File: config.mk
export PLATFORM = sky130hd
export DESIGN_NAME = tmnt_video_timing
export DESIGN_NICKNAME = d
export VERILOG_FILES = /design/src/rtl/tmnt_timing_pkg.sv /design/src/rtl/tmnt_watchdog.sv /design/src/rtl/tmnt_video_timing.sv
export SDC_FILE = /design/constraint.sdc
export NUM_CORES = 1
export LEC_CHECK = 0
export BUFFER_PORTS_ARGS = -buffer_cell sky130_fd_sc_hd__buf_2
export CAP_MARGIN = 0
export CORE_MARGIN = 2
export CORE_UTILIZATION = 50
export DETAILED_ROUTE_END_ITERATION = 12
export PLACE_DENSITY = 0.72
export SKIP_CTS_REPAIR_TIMING = 1
export SLEW_MARGIN = 20
export SYNTH_ARGS = -nofsm -noshare
export SYNTH_HDL_FRONTEND = slang
export SYNTH_SLANG_ARGS = --single-unit
File: constraint.sdc
create_clock -name clk_main -period 4.76 [get_ports clk_main]
set_clock_uncertainty 0.1 [all_clocks]
set_input_delay 0.476 -clock clk_main [delete_from_list [all_inputs] [get_ports clk_main]]
set_output_delay 0.476 -clock clk_main [all_outputs]
set_load 0.005 [all_outputs]
File: src/rtl/tmnt_timing_pkg.sv
// Shared TMNT video/watchdog timing constants, reused by the tile and sprite chip models.
package tmnt_timing_pkg;

    localparam int unsigned TMNT_CNT_W       = 9;
    localparam int unsigned TMNT_H_TOTAL     = 384;
    localparam int unsigned TMNT_H_VIS       = 320;
    localparam int unsigned TMNT_HS_START    = 336;
    localparam int unsigned TMNT_HS_LEN      = 32;
    localparam int unsigned TMNT_V_TOTAL     = 264;
    localparam int unsigned TMNT_V_VIS_START = 16;
    localparam int unsigned TMNT_V_VIS_END   = 240;
    localparam int unsigned TMNT_VS_START    = 248;
    localparam int unsigned TMNT_VS_LEN      = 8;
    localparam int unsigned TMNT_WDT_FRAMES  = 8;
    localparam int unsigned TMNT_WDT_PULSE   = 16;

    // True when x lies in the half-open window [lo, lo+len).
    function automatic logic in_window(input logic [TMNT_CNT_W-1:0] x,
                                       input int unsigned lo,
                                       input int unsigned len);
        return (32'(x) >= lo) && (32'(x) < lo + len);
    endfunction

endpackage

File: src/rtl/tmnt_watchdog.sv
// 051550-style watchdog: AFR falling-edge kick, vblank frame counter, fixed-width reset pulse.
module tmnt_watchdog
    import tmnt_timing_pkg::*;
#(
    parameter int unsigned WDT_FRAMES = TMNT_WDT_FRAMES,
    parameter int unsigned WDT_PULSE  = TMNT_WDT_PULSE
) (
    input  logic clk_main,
    input  logic reset,
    input  logic afr_n,
    input  logic vblank_evt,
    output logic wdt_reset
);

    localparam int unsigned PULSE_W = $clog2(WDT_PULSE + 1);

    logic               afr_q;
    logic [3:0]         frame_cnt;
    logic [PULSE_W-1:0] pulse_cnt;
    logic               kick_c;
    logic               expire_c;

    // A kick on the terminal vblank cycle wins, so no pulse is started.
    always_comb begin
        kick_c   = afr_q & ~afr_n;
        expire_c = !kick_c && vblank_evt && (frame_cnt == 4'(WDT_FRAMES - 1));
    end

    always_ff @(posedge clk_main or posedge reset) begin
        if (reset) begin
            afr_q     <= 1'b1;
            frame_cnt <= '0;
        end else begin
            afr_q <= afr_n;
            if (kick_c || expire_c) begin
                frame_cnt <= '0;
            end else if (vblank_evt) begin
                frame_cnt <= frame_cnt + 4'd1;
            end
        end
    end

    // Pulse stretcher; kicks during the pulse do not affect it.
    always_ff @(posedge clk_main or posedge reset) begin
        if (reset) begin
            pulse_cnt <= '0;
            wdt_reset <= 1'b0;
        end else if (expire_c) begin
            pulse_cnt <= PULSE_W'(WDT_PULSE - 1);
            wdt_reset <= 1'b1;
        end else if (pulse_cnt != '0) begin
            pulse_cnt <= pulse_cnt - PULSE_W'(1);
        end else begin
            wdt_reset <= 1'b0;
        end
    end

endmodule

File: src/rtl/tmnt_video_timing.sv
// TMNT 6 MHz pixel timing: divider, h/v counters, blank/sync decodes, vblank IRQ and watchdog.
module tmnt_video_timing
    import tmnt_timing_pkg::*;
#(
    parameter int unsigned H_TOTAL     = TMNT_H_TOTAL,
    parameter int unsigned H_VIS       = TMNT_H_VIS,
    parameter int unsigned HS_START    = TMNT_HS_START,
    parameter int unsigned HS_LEN      = TMNT_HS_LEN,
    parameter int unsigned V_TOTAL     = TMNT_V_TOTAL,
    parameter int unsigned V_VIS_START = TMNT_V_VIS_START,
    parameter int unsigned V_VIS_END   = TMNT_V_VIS_END,
    parameter int unsigned VS_START    = TMNT_VS_START,
    parameter int unsigned VS_LEN      = TMNT_VS_LEN,
    parameter int unsigned WDT_FRAMES  = TMNT_WDT_FRAMES,
    parameter int unsigned WDT_PULSE   = TMNT_WDT_PULSE
) (
    input  logic       clk_main,
    input  logic       reset,
    input  logic       int16en,
    input  logic       iack,
    input  logic       afr_n,
    output logic       v6m,
    output logic       ce_6m,
    output logic [8:0] hcount,
    output logic [8:0] vcount,
    output logic       nhblk,
    output logic       nvblk,
    output logic       ncblk,
    output logic       nhsync,
    output logic       nvsync,
    output logic       video_sync,
    output logic       oipl,
    output logic       wdt_reset
);

    logic [1:0] div;
    logic [1:0] div_nxt;
    logic       h_wrap;
    logic       v_wrap;
    logic [8:0] h_nxt;
    logic [8:0] v_nxt;
    logic       nhblk_nxt;
    logic       nvblk_nxt;
    logic       nhsync_nxt;
    logic       nvsync_nxt;
    logic       vblank_evt_c;

    // Decodes are taken from the next counter values so they land with the counters.
    always_comb begin
        div_nxt      = div + 2'd1;
        h_wrap       = (hcount == 9'(H_TOTAL - 1));
        v_wrap       = (vcount == 9'(V_TOTAL - 1));
        h_nxt        = h_wrap ? 9'd0 : hcount + 9'd1;
        v_nxt        = vcount;
        if (h_wrap) begin
            v_nxt = v_wrap ? 9'd0 : vcount + 9'd1;
        end
        nhblk_nxt    = (32'(h_nxt) < H_VIS);
        nvblk_nxt    = (32'(v_nxt) >= V_VIS_START) && (32'(v_nxt) < V_VIS_END);
        nhsync_nxt   = !in_window(h_nxt, HS_START, HS_LEN);
        nvsync_nxt   = !in_window(v_nxt, VS_START, VS_LEN);
        vblank_evt_c = ce_6m && h_wrap && (vcount == 9'(V_VIS_END - 1));
    end

    // Pixel divider; ce_6m and v6m are registered copies of div==3 and div[1].
    always_ff @(posedge clk_main or posedge reset) begin
        if (reset) begin
            div   <= 2'd0;
            ce_6m <= 1'b0;
            v6m   <= 1'b0;
        end else begin
            div   <= div_nxt;
            ce_6m <= (div_nxt == 2'd3);
            v6m   <= div_nxt[1];
        end
    end

    always_ff @(posedge clk_main or posedge reset) begin
        if (reset) begin
            hcount     <= 9'd0;
            vcount     <= 9'd0;
            nhblk      <= 1'b1;
            nvblk      <= 1'b0;
            ncblk      <= 1'b0;
            nhsync     <= 1'b1;
            nvsync     <= 1'b1;
            video_sync <= 1'b1;
        end else if (ce_6m) begin
            hcount     <= h_nxt;
            vcount     <= v_nxt;
            nhblk      <= nhblk_nxt;
            nvblk      <= nvblk_nxt;
            ncblk      <= nhblk_nxt & nvblk_nxt;
            nhsync     <= nhsync_nxt;
            nvsync     <= nvsync_nxt;
            video_sync <= ~(nhsync_nxt ^ nvsync_nxt);
        end
    end

    // Active-low IRQ request; a new vblank beats a coincident acknowledge.
    always_ff @(posedge clk_main or posedge reset) begin
        if (reset) begin
            oipl <= 1'b1;
        end else if (vblank_evt_c && int16en) begin
            oipl <= 1'b0;
        end else if (!int16en || iack) begin
            oipl <= 1'b1;
        end
    end

    tmnt_watchdog #(
        .WDT_FRAMES (WDT_FRAMES),
        .WDT_PULSE  (WDT_PULSE)
    ) u_watchdog (
        .clk_main   (clk_main),
        .reset      (reset),
        .afr_n      (afr_n),
        .vblank_evt (vblank_evt_c),
        .wdt_reset  (wdt_reset)
    );

endmodule

==> results of run 1 <==
==> per-stage QoR <==
| stage | cell area, sq um | util, % |
|---|---|---|
| after floorplan | 2150 | - |
| after global placement | 2340 | 57.3 |
| after detailed placement | 2340 | 57.3 |
| after CTS | 2440 | 59.7 |
| after global routing | 2440 | 59.7 |
| final | 2440 | 59.7 |
==> power by group through the flow <==
| stage | registers [mW] | logic, mW | clock network, mW |
|---|---|---|---|
| 2_1_floorplan | 0.339 | 0.00587 | 0 |
| 3_3_place_gp | 0.339 | 0.0103 | 0 |
| 3_5_place_dp | 0.339 | 0.0103 | 0 |
| 4_1_cts | 0.332 | 0.0103 | 0.248 |
| 5_1_grt | 0.332 | 0.0117 | 0.262 |
| 6_report | 0.332 | 0.00969 | 0.241 |
==> how the worst max path moves through the flow <==
stage	startpoint	endpoint	cells past startpoint
2_1_floorplan	vcount[0]	video_sync	7
3_3_place_gp	vcount[0]	video_sync	7
3_5_place_dp	vcount[0]	video_sync	7
4_1_cts	hcount[0]	u_watchdog.frame_cnt[1]	7
5_1_grt	hcount[0]	u_watchdog.frame_cnt[0]	7
6_report	hcount[0]	u_watchdog.frame_cnt[1]	7
==> cells by family (layout without fill, tap and decap cells) <==
kind of cell,after synthesis,count (layout)
and+or+nand+nor,96,96
DFF,39,39
AOI/OAI and AO/OA,36,36
buffers and inverters,22,54
xor gates and xnor gates,17,17
muxes,8,8
adders and majority gates,6,6
==> cell type report <==
class                   count  area (sq um)  area share, %
multi-input cells         163          1080           44.2
flip-flops and latches     39           983           40.3
repair buffers             33           168           6.87
clock buffers               8           100           4.10
well taps                  50          62.6           2.56
inverters                  13          48.8           2.00
==> cell usage after synthesis (3+ instances only) <==
master	n
dfrtp_1	33
nand2_1	24
nor2_1	19
inv_1	13
nand3_1	13
o21ai_0	11
a21oi_1	10
xnor2_1	10
xor2_1	7
clkbuf_1	6
dfstp_2	6
ha_1	6
and3_1	5
nand4_1	5
mux2i_1	4
mux2_2	3
nor3_1	3
nor4_1	3
or3_1	3
==> layout by cell type, fill, tap and decap left out, types with 10 or more instances in the layout <==
cell / synthesis / routed
dfrtp_1: 33 / 33
buf_2: 2 / 32
nand2_1: 24 / 24
nor2_1: 19 / 19
inv_1: 13 / 13
nand3_1: 13 / 13
o21ai_0: 11 / 11
xnor2_1: 10 / 10
a21oi_1: 10 / 10
==> critical path, delay by kind of cell, from the launching register on <==
family,cells,cell delay [ps]
DFF,1,440
adders and majority gates,1,340
AOI/OAI and AO/OA,1,70
and+or+nand+nor,5,1430
==> sequential cells by signal, summed over array words and instances (netlist names), 2 cells and up <==
name and flops:
u_watchdog.pulse_cnt 5, div 2, hcount 9, vcount 9
u_watchdog.frame_cnt 4
==> routing by layer <==
layer	vias up	wire length, um	track usage [%]	part of all wire, %
li1	850	-	-	-
met4	0	36	4.27	0.86
met1	812	2030	24.0	49
met5	-	0	0	0
met2	37	1930	29.4	46
met3	4	172	4.51	4.1
==> run metrics, run 1 <==
I/O pin cnt 33; unique cell type count in the Yosys netlist 50; Fin Hold WS 200 ps; post-synthesis area per instance 9.62 sq um; area grow syn2layout 13.3%; Seq pwr share between 50% and 60%; number of antenna violations at the first check in global routing 0; Worst Tran Pin Value slightly below 1000 ps; post-route setup TNS 0 ps; synthesized area 2150 sq um; sw frac 19.9%; CP Launch Type flop; post-synthesis compound-gate area fraction 10.8%; Achievable Freq 0.399 GHz; dpl cells 298; CTS tree built; crit-path cells ha_1, nand4_4, or2_2, nor4_1, nand3_1, nand3_1, a21oi_1; Post-Syn Instances approximately 220; fin worst setup slack between 2000 and 2500 ps; DR WL/cell between 10 and 15 um; Fillers 360; cell-internal power 467 uW; final wirelength roughly 4200 um; Clk pwr share 41.3%; Skew-Pair Late Insertion Delay 280 ps; worst setup path class flop to flop; Final Setup Violations 0; register area share after synthesis 45.6%; XOR/XNOR Fraction of Synth Area 6.91%; post-route insts no fill 306; DRT Pass-1 Iters 4; #FFs+latches synth 39; ant diodes 0; Synthesis Warnings 0; reg2reg start hcount[0]; critical path fanouts, max 8; R2R Path End u_watchdog.frame_cnt[1]; final hold viol count 0; most used cell, CP nand3_1; TritonCTS Buffers 5; simple-gate share of the synthesized area about 25%; Critical Path AT ~2600 ps; vias in the first global route 1600; Reg2Reg Setup Slack between 2000 and 2500 ps; final net count roughly 270; first-pass GRT wire length 7180 um; vias 1703; Hold WC Path Type input pin to asynchronous set/reset pin; Synth Flop Type dfrtp_1; Tcrit/Tclk final 52.7%; post-synthesis mux area share 4.12%; root buf cell clkbuf_8; RSZ-0062 raised after global routing no; combinational family with the most area after synthesis simple AND/OR/NAND/NOR gates; clock-pin slew on the worst setup and hold paths ~70 ps; Synth async-reset ratio 100%; Starting Density 52.7%; HPWL reported at the end of detailed placement 2930 um; syn nets 235; final antenna-violating net count 0; vias per inst between 5 and 6; post-layout min period 2510 ps; Die Height 69.6 um; Rows 23; Iteration-0 DRC Markers 126; Port Buffers 32; worst vdd ir 0.177 mV; max-slew violations 0; Max H-tree Level 2; Critical Path RT just under 5000 ps; R2R depth 7; die area 4850 sq um; pin count of the biggest net entering global routing 40; status finished, final reports clean; pre-CTS setup slack 2310 ps; CTS Buffer Depth 2; post-synth top area share 38.3%; max-capacitance violation count 0; Psw ~120 uW; Final Power 583 uW; Logic pwr share roughly 1.7%; dominant cells by area after synthesis dfrtp_1, dfstp_2, nand2_1; slowest CP cell dfrtp_1; Critical Path Max Stage Delay around 440 ps; EDFF count, synth 0; GPL Wtd Cong around 0.87; Die Width 69.6 um; CORE AREA 4090 sq um; GRT overflow 0; CP Capture Type flop; # DRC 0; dominant cell type by area after synthesis dfrtp_1; PwrDens 239 nW/um^2; # clock sinks 39; Leak around 1.1 nW; share of layout cells above drive strength 1 23.4%; global-route total usage across every layer 17.9%; max_slew headroom 34.5%; adder-cell area share of the yosys netlist under 10%
Power figures use the tool's default switching activity.
==> run 2, diff against run 1 <==
--- a/config.mk
+++ b/config.mk
@@ -5,12 +5,13 @@
 export SDC_FILE = /design/constraint.sdc
 export NUM_CORES = 1
 export LEC_CHECK = 0
+export ABC_AREA = 1
 export BUFFER_PORTS_ARGS = -buffer_cell sky130_fd_sc_hd__buf_2
 export CAP_MARGIN = 0
 export CORE_MARGIN = 2
 export CORE_UTILIZATION = 50
 export DETAILED_ROUTE_END_ITERATION = 12
-export PLACE_DENSITY = 0.72
+export PLACE_DENSITY = 0.74
 export SKIP_CTS_REPAIR_TIMING = 1
 export SLEW_MARGIN = 20
 export SYNTH_ARGS = -nofsm -noshare
==> constraint.sdc (replaced) <==
create_clock -name clk_main -period 2 [get_ports clk_main]
set_clock_uncertainty 0.1 [all_clocks]
set_input_delay 0.2 -clock clk_main [delete_from_list [all_inputs] [get_ports clk_main]]
set_output_delay 0.2 -clock clk_main [all_outputs]
set_load 0.005 [all_outputs]
==> run metrics, run 2 <==
status finished, final reports clean; Achievable Freq 0.528 GHz (+32%); Skew-Pair Late Insertion Delay 300 ps (+20 ps); Synthesis Warnings 0 (unchanged); Fin Hold WS 48.1 ps (-152 ps); worst setup path class flop to flop; R2R depth 9 (+2); Rows 23 (unchanged); post-synthesis area per instance 7.67 sq um (-20%); TritonCTS Buffers 5 (unchanged); post-route design area 2620 sq um (+7.5%); area grow syn2layout 21.4%; most frequent cells in the layout nand2_1, inv_1, dfrtp_1, buf_2, nor2_1; dpl cells 372 (+25%); vias per inst 5.08 (-8.7%); Synth async-reset ratio 100% (unchanged); #FFs+latches synth 39 (unchanged); Max H-tree Level 2 (unchanged); RSZ-0062 raised after global routing yes; startpoint of the worst hold path iack; synthesized area 2160 sq um (+0.35%); Port Buffers 32 (unchanged); Tcrit/Tclk final 94.6% (+42 points); top cells by count, synth nand2_1, inv_1, dfrtp_1, nor2_1, nand3_1; unique cell type count in the Yosys netlist 32 (-36%); slowest CP cell dfrtp_2; max-capacitance violation count 0 (unchanged); clock-pin slew on the worst setup and hold paths 80 ps (about the same); Die Width 69.8 um (+0.17%); CTS tree built; Die Height 69.8 um (+0.17%); dominant cells by area after synthesis dfrtp_1, nand2_1, dfstp_2; R2R Path End u_watchdog.frame_cnt[3]; GPL Wtd Cong 0.914 (+5.5%); EDFF count, synth 0 (unchanged); die area 4870 sq um (+0.33%); Leak 1.42 nW (+25%); max_slew headroom 68.0% (+33 points); final hold viol count 0 (unchanged); share of layout cells above drive strength 1 24.8% (+1.3 points); CP Capture Type flop; Final Setup Violations 0 (unchanged); Post-Syn Instances 282 (+26%); DR WL/cell 12.4 um (-9.3%); number of antenna violations at the first check in global routing 0 (unchanged); Iteration-0 DRC Markers 206 (+63%); GRT overflow 0 (unchanged); root buf cell clkbuf_8; post-synth top area share 38.2% (-0.13 points); dominant cell type by area after synthesis dfrtp_1; worst vdd ir 0.375 mV (+110%); I/O pin cnt 33 (unchanged); most common cell in the netlist nand2_1; crit-path cells ha_2, nand2_1, nor2_4, nand3_1, nor2_8, nor2_2, nor2_2, nand2_1, nor3b_2; final net count 345 (+30%); CP Launch Type flop; pin count of the biggest net entering global routing 40 (unchanged); Synth Flop Type dfrtp_1; Critical Path Max Stage Delay 410 ps (-30 ps); delay-heaviest family, CP simple AND/OR/NAND/NOR gates; post-layout min period 1890 ps (-614 ps); syn nets 293 (+25%); post-route insts no fill 385 (+26%); reg2reg start vcount[0]; Worst Tran Pin Value 480 ps (-488 ps); Starting Density 52.9% (+0.18 points); DRT Pass-1 Iters 4 (unchanged); final wirelength 4760 um (+14%); commonest non-fill, non-tap cell in the layout nand2_1; register area share after synthesis 45.5% (-0.16 points); Reg2Reg Setup Slack 110 ps (-2150 ps); top flop regs hcount x9, vcount x9, u_watchdog.pulse_cnt x5; vias 1957 (+15%); final antenna-violating net count 0 (unchanged); Critical Path AT 1970 ps (-600 ps); Hold WC Path Type input pin to flop; critical path fanouts, max 6 (-2); worst path bufs/invs 0 (unchanged); # DRC 0 (unchanged); global-route total usage across every layer 20.1% (+2.2 points); HPWL reported at the end of detailed placement 3500 um (+20%); Hold Path End oipl; vias in the first global route 1763 (+10%); post-route setup TNS 0 ps (unchanged); post-placement cell area 2450 sq um (+4.8%); PwrDens 511 nW/um^2 (+110%); ant diodes 0 (unchanged); max-slew violations 0 (unchanged); CTS Buffer Depth 2 (unchanged); first-pass GRT wire length 7900 um (+10%); # clock sinks 39 (unchanged); CORE AREA 4090 sq um (unchanged); Critical Path RT 2080 ps (-2740 ps); Fillers 350 (-2.8%); hold depth 3
run 2: changes by cell type after synthesis, sizes merged, moves of 5 or more:
cell / delta
and3: -5
inv: +28
nand2: +65
nand3: +8
nor2: +10
o21ai: +8
xnor2: -7
xor2: -5
run 2: worst max-delay path by stage:
stage	from	end	depth (start not counted)
2_1_floorplan	hcount[0]	ncblk	12
3_3_place_gp	vcount[0]	nvblk	10
3_5_place_dp	vcount[0]	u_watchdog.frame_cnt[3]	9
4_1_cts	vcount[0]	u_watchdog.frame_cnt[3]	9
5_1_grt	hcount[0]	ncblk	8
6_report	vcount[0]	u_watchdog.frame_cnt[3]	9
run 2: layout make-up:
type	instances	area, sq um	area share [%]
clock buffer	5	68.8	2.62
inverter	41	156	5.96
tap	50	62.6	2.38
multi-input combinational	199	1050	40.0
clock inverter	3	15.0	0.572
sequential	39	985	37.5
timing repair buffer	48	288	11.0
run 2: power by group:
group / internal [mW] / switching [mW]
Sequential: 0.790 / 0.000221
Clock: 0.239 / 0.281
Combinational: 0.00972 / 0.0216
run 2: worst reg2reg max path, delay by kind of cell, from the launching register on:
family	cells	cell delay (ps)
flip-flops	1	410
AND/OR/NAND/NOR	8	1050
adder cells (fa/ha/maj)	1	240
run 2: layer usage:
metal / up-vias / track usage (%) / share of wire [%]
met5: - / 0 / 0
li1: 1003 / - / -
met4: 0 / 7.91 / 1.2
met2: 58 / 30.6 / 45
met1: 887 / 27.8 / 48
met3: 9 / 4.65 / 5.5
run 2: logic make-up after synthesis:
| kind of cell | Yosys count | synth area share [%] |
|---|---|---|
| flip-flops | 39 | 45.5 |
| adder cells (fa/ha/maj) | 6 | 3.47 |
| AND/OR/NAND/NOR | 152 | 31.3 |
| buffers and inverters | 45 | 8.16 |
| multiplexers | 1 | 0.521 |
| XOR/XNOR | 5 | 2.03 |
| AO/OA/AOI/OAI | 34 | 9.03 |
run 2: through the flow:
stage               setup slack [ps]  utilization, %  power [mW]
global route                   -6.11            64.2        1.39
CTS                            -4.06            62.1        1.35
global placement                63.2            60.0       0.833
floorplan                        222               -       0.822
detailed placement              27.0            60.0       0.833
finish                           108            64.2        1.34
